<file path="src/rtl/sdram_write_queue.sv">
// rtl/sdram_write_queue.sv - host write FIFO and one-at-a-time sequencer for the SDRAM write stage
// Optional WAIT-state watchdog enabled by defining SDRAM_WQ_TIMEOUT_EN.
module sdram_write_queue #(
    parameter int DEPTH   = 4,
    parameter int TIMEOUT = 64
) (
    input  logic                    iclk,
    input  logic                    ireset_n,
    input  logic                    iwr_valid,
    output logic                    owr_ready,
    input  logic [24:0]             iwr_addr,
    input  logic [15:0]             iwr_data,
    input  logic                    igrant,
    output logic                    oreq,
    output logic                    oenb,
    input  logic                    ifin,
    output logic [12:0]             orow,
    output logic [1:0]              obank,
    output logic [9:0]              ocolumn,
    output logic [15:0]             odata,
    output logic [$clog2(DEPTH):0]  olevel,
    output logic                    oerr
);
    localparam int AW = $clog2(DEPTH);
    localparam int LW = AW + 1;
    localparam logic [LW-1:0] FULL_LEVEL = LW'(DEPTH);

    localparam logic [1:0] ST_IDLE  = 2'd0;
    localparam logic [1:0] ST_ISSUE = 2'd1;
    localparam logic [1:0] ST_WAIT  = 2'd2;
    localparam logic [1:0] ST_DRAIN = 2'd3;

    logic [24:0]   addr_mem [DEPTH];
    logic [15:0]   data_mem [DEPTH];
    logic [AW-1:0] wr_ptr;
    logic [AW-1:0] rd_ptr;
    logic [LW-1:0] level;
    logic [1:0]    state;
    logic          push;
    logic          pop;
    logic          start;
    logic          wd_expire;
    logic [24:0]   head_addr;

    assign owr_ready = (level != FULL_LEVEL);
    assign push      = iwr_valid & owr_ready;
    assign start     = (state == ST_IDLE) && (level != '0) && igrant;
    assign pop       = ((state == ST_WAIT) && ifin) || wd_expire;
    assign head_addr = addr_mem[rd_ptr];

    assign oreq   = (state == ST_ISSUE);
    assign oenb   = (state != ST_IDLE);
    assign olevel = level;

    // Storage needs no reset: level gates every read of it.
    always_ff @(posedge iclk) begin
        if (push) begin
            addr_mem[wr_ptr] <= iwr_addr;
            data_mem[wr_ptr] <= iwr_data;
        end
    end

`ifdef SDRAM_WQ_TIMEOUT_EN
    localparam int CW = $clog2(TIMEOUT + 1);
    logic [CW-1:0] wd_cnt;

    assign wd_expire = (state == ST_WAIT) && !ifin && (wd_cnt == CW'(TIMEOUT - 1));

    always_ff @(posedge iclk) begin
        if (!ireset_n) begin
            wd_cnt <= '0;
            oerr   <= 1'b0;
        end else begin
            if (state == ST_ISSUE) begin
                wd_cnt <= '0;
            end else if (state == ST_WAIT) begin
                wd_cnt <= wd_cnt + 1'b1;
            end
            if (wd_expire) begin
                oerr <= 1'b1;
            end
        end
    end
`else
    // TIMEOUT only matters with the watchdog; this term is constant false.
    assign wd_expire = (TIMEOUT < 0);
    assign oerr      = 1'b0;
`endif

    always_ff @(posedge iclk) begin
        if (!ireset_n) begin
            wr_ptr  <= '0;
            rd_ptr  <= '0;
            level   <= '0;
            state   <= ST_IDLE;
            orow    <= '0;
            obank   <= '0;
            ocolumn <= '0;
            odata   <= '0;
        end else begin
            if (push) begin
                wr_ptr <= wr_ptr + 1'b1;
            end
            if (pop) begin
                rd_ptr <= rd_ptr + 1'b1;
            end
            case ({push, pop})
                2'b10:   level <= level + 1'b1;
                2'b01:   level <= level - 1'b1;
                default: level <= level;
            endcase

            // Fields latch only on IDLE->ISSUE so they stay put while oenb is high.
            case (state)
                ST_IDLE: begin
                    if (start) begin
                        state   <= ST_ISSUE;
                        orow    <= head_addr[24:12];
                        obank   <= head_addr[11:10];
                        ocolumn <= head_addr[9:0];
                        odata   <= data_mem[rd_ptr];
                    end
                end
                ST_ISSUE: state <= ST_WAIT;
                ST_WAIT: begin
                    if (wd_expire) begin
                        state <= ST_IDLE;
                    end else if (ifin) begin
                        state <= ST_DRAIN;
                    end
                end
                ST_DRAIN: begin
                    if (!ifin) begin
                        state <= ST_IDLE;
                    end
                end
                default: state <= ST_IDLE;
            endcase
        end
    end
endmodule
</file>
<file path="config.mk">
export PLATFORM = sky130hd
export DESIGN_NAME = sdram_write_queue
export DESIGN_NICKNAME = d
export VERILOG_FILES = /design/src/rtl/sdram_write_queue.sv
export SDC_FILE = /design/constraint.sdc
export NUM_CORES = 1
export LEC_CHECK = 0
export ABC_AREA = 1
export CORE_ASPECT_RATIO = 0.6
export CORE_MARGIN = 2
export CORE_UTILIZATION = 30
export CTS_BUF_LIST = sky130_fd_sc_hd__clkbuf_16
export CTS_CLUSTER_SIZE = 28
export DETAILED_ROUTE_END_ITERATION = 10
export GPL_TIMING_DRIVEN = 0
export SLEW_MARGIN = 20
export SYNTH_ARGS = -nofsm -noshare
export SYNTH_HDL_FRONTEND = slang
export SYNTH_SLANG_ARGS = --single-unit
</file>
<file path="constraint.sdc">
create_clock -name iclk -period 7.6 [get_ports iclk]
set_input_delay 1.52 -clock iclk [delete_from_list [all_inputs] [get_ports iclk]]
set_output_delay 1.52 -clock iclk [all_outputs]
set_load 0.02 [all_outputs]
</file>
==> metrics <==
Clock transition at path regs=0.06 ns; GRT overflow=0; Critical Path Fanout Max=3; Syn Area/Cell=approximately 11 sq um; DRT iter0 DRCs=~500; Tightest Hold Check Type=flop to flop; # fillers=2569; post-cts resize count=0; Setup-failing EPs final=0; max cap viols=0; Worst Setup End Kind=primary output; Core Area=around 0.027 sq mm; Num CTS Buffers=21; Worst-Skew Late Latency=0.50 ns; critical path's most frequent cell=inv_1; max_slew headroom=about 50%; Gate Count Post-Synth=738; Tot GR Track Use=14.0%; routed vias/inst=4.39; Initial Util=30.9%; largest net degree at the start of global routing=22; commonest non-fill, non-tap cell in the layout=nor2_1; nets@finish=915; worst vdd ir=about 0.17 mV; routability congestion estimate=approximately 0.73; mean routed wirelength per cell=about 16 um; syn nets=approximately 790; sequential share of the synthesized area=a little under three quarters; Post-DP HPWL=around 13000 um; Die X-Extent=218 um; Fin. Hold Viols=0; CP Data Arrival Time=around 1.9 ns; dpl ws=between 4 and 5 ns; number of antenna violations at the first check in global routing=0; crit share post-route=approximately 44%; Sum Neg Setup Slack=0 ns; worst path bufs/invs=3; I/O Buffers=91; hold buffers post-CTS=0; Area Overhead vs Synth=27.0%; Root Driver=clkbuf_16; Startpoint Class=flop; FP Rows=46; fraction of layout cells with a size suffix above 1=7.90%; Vias=~5400; max incr delay on CP=approximately 0.60 ns; Multi-input gate area=0.00205 sq mm; internal reg-to-reg setup slack=about 5.4 ns; crit path cell chain=inv_1 -> ha_1 -> inv_1 -> clkdlybuf4s50_1; Worst Path Required=approximately 6.1 ns; Seq. cell area=about 0.0059 sq mm; CTS tree=built; Slew @ Worst Pin=~0.73 ns; final WL=roughly 20000 um; synth unique cells=22; final number of max-transition violations=0; DRC=0; global-route wire length before repair=30900 um; Max Fclk=between 0.2 and 0.3 GHz; Setup WS post-layout=about 4.2 ns; H-tree Lvls=1; Ports=94; DIE AREA=slightly below 0.03 sq mm; drt pass-1 iters=7; PwrDens=about 300 mW/mm^2; die height=133 um; synthesized flop and latch total=~210; setup bufs post-CTS=0; CP max-delay cell=clkdlybuf4s50_1; Synth Cell Area=about 0.0083 sq mm; Routed Antenna Nets=0; Yosys warning total=0; RSZ-0062 raised after global routing=no; vias in the first global route=5288; commonest non-fill, non-tap cells in the layout=247 x nor2_1, 164 x edfxtp_1, 96 x o21ai_0; Pleak=around 0.0038 uW; CP top delay family=buffers and inverters; CTS max path bufs=3; run status=finished, final reports clean; CP Class=flop to primary output; post-layout min period=between 3 and 4 ns; CTS Sinks=214; clk_skew=around 0.0096 ns; diode count=0
## report_power, final
group          leakage [uW]  switching [uW]  internal, uW  total [uW]
combinational       0.00154             437           288         726
sequential          0.00192            51.5          1390        1440
clock              0.000334             440           572        1010
## synth_stat cells
cell type,number,share of area (%)
nor2_1,251,11
edfxtp_1,164,60
o21ai_0,96,5.8
nand2_1,56,2.5
dfxtp_1,50,12
o21ai_1,33,2.0
inv_1,19,0.86
clkbuf_1,15,0.68
buf_2,12,0.73
a21oi_1,9,0.55
ha_1,9,1.4
buf_6,8,1.1
nand3_1,3,0.18
buf_1,2,0.091
buf_4,2,0.18
clkbuf_2,2,0.12
inv_2,2,0.091
a21oi_2,1,0.11
conb_1,1,0.045
fa_1,1,0.24
nor2_2,1,0.076
o21a_1,1,0.091
## per-stage QoR
step           area (sq um)  hold slack [ns]  total power (uW)  cells  util [%]
2_1_floorplan          8260            0.490              1870    738         -
3_3_place_gp           9620            0.497              2170   1189      36.0
3_5_place_dp           9840            0.504              2200   1196      36.8
4_1_cts               10500            0.522              3210   1233      39.2
5_1_grt               10500            0.554              3340   1233      39.2
6_report              10500            0.522              3180   1233      39.2
## path summary, 6_finish.rpt
| path | from | to | cells after the start |
|---|---|---|---|
| setup / recovery | state[0] | oenb | 4 |
| hold / removal | orow[10] | orow[10] | 2 |
| setup reg to reg | olevel[0] | olevel[2] | 10 |
| hold reg to reg | orow[10] | orow[10] | 2 |
## cell families after synthesis
kind of cell / share of synthesized area (%)
flops: 71.7
fa+ha+maj: 1.61
buf+inv: 3.85
other cells: 0.0454
simple gates: 14.2
compound gates: 8.56
## layer usage
layer  wire (um)  global-route usage, %
met1       10100                   21.3
met3        1210                   2.97
met2        8420                   20.4
met4         325                   2.83
met5           0                      0
## registers in the layout (all words and copies together) (netlist names)
signal    cells
addr_mem    100
data_mem     64
odata        16
orow         13
ocolumn      10
olevel        3
obank         2
rd_ptr        2
state         2
wr_ptr        2
## tightest hold or removal path, delay by kind of cell, from the launching register on
kind | cells | cell delay [ns]
simple gates | 1 | 0.09
compound gates | 1 | 0.07
flops | 1 | 0.33
## area by class of cell
type,instances,share of cell area (%)
flip-flops and latches,214,56.5
multi-input cells,462,19.5
repair buffers,98,10.4
clock buffers,21,5.01
well taps,360,4.29
plain buffers,41,2.28
clock inverters,16,1.22
inverters,21,0.751
(Power assumes the default switching activity.)
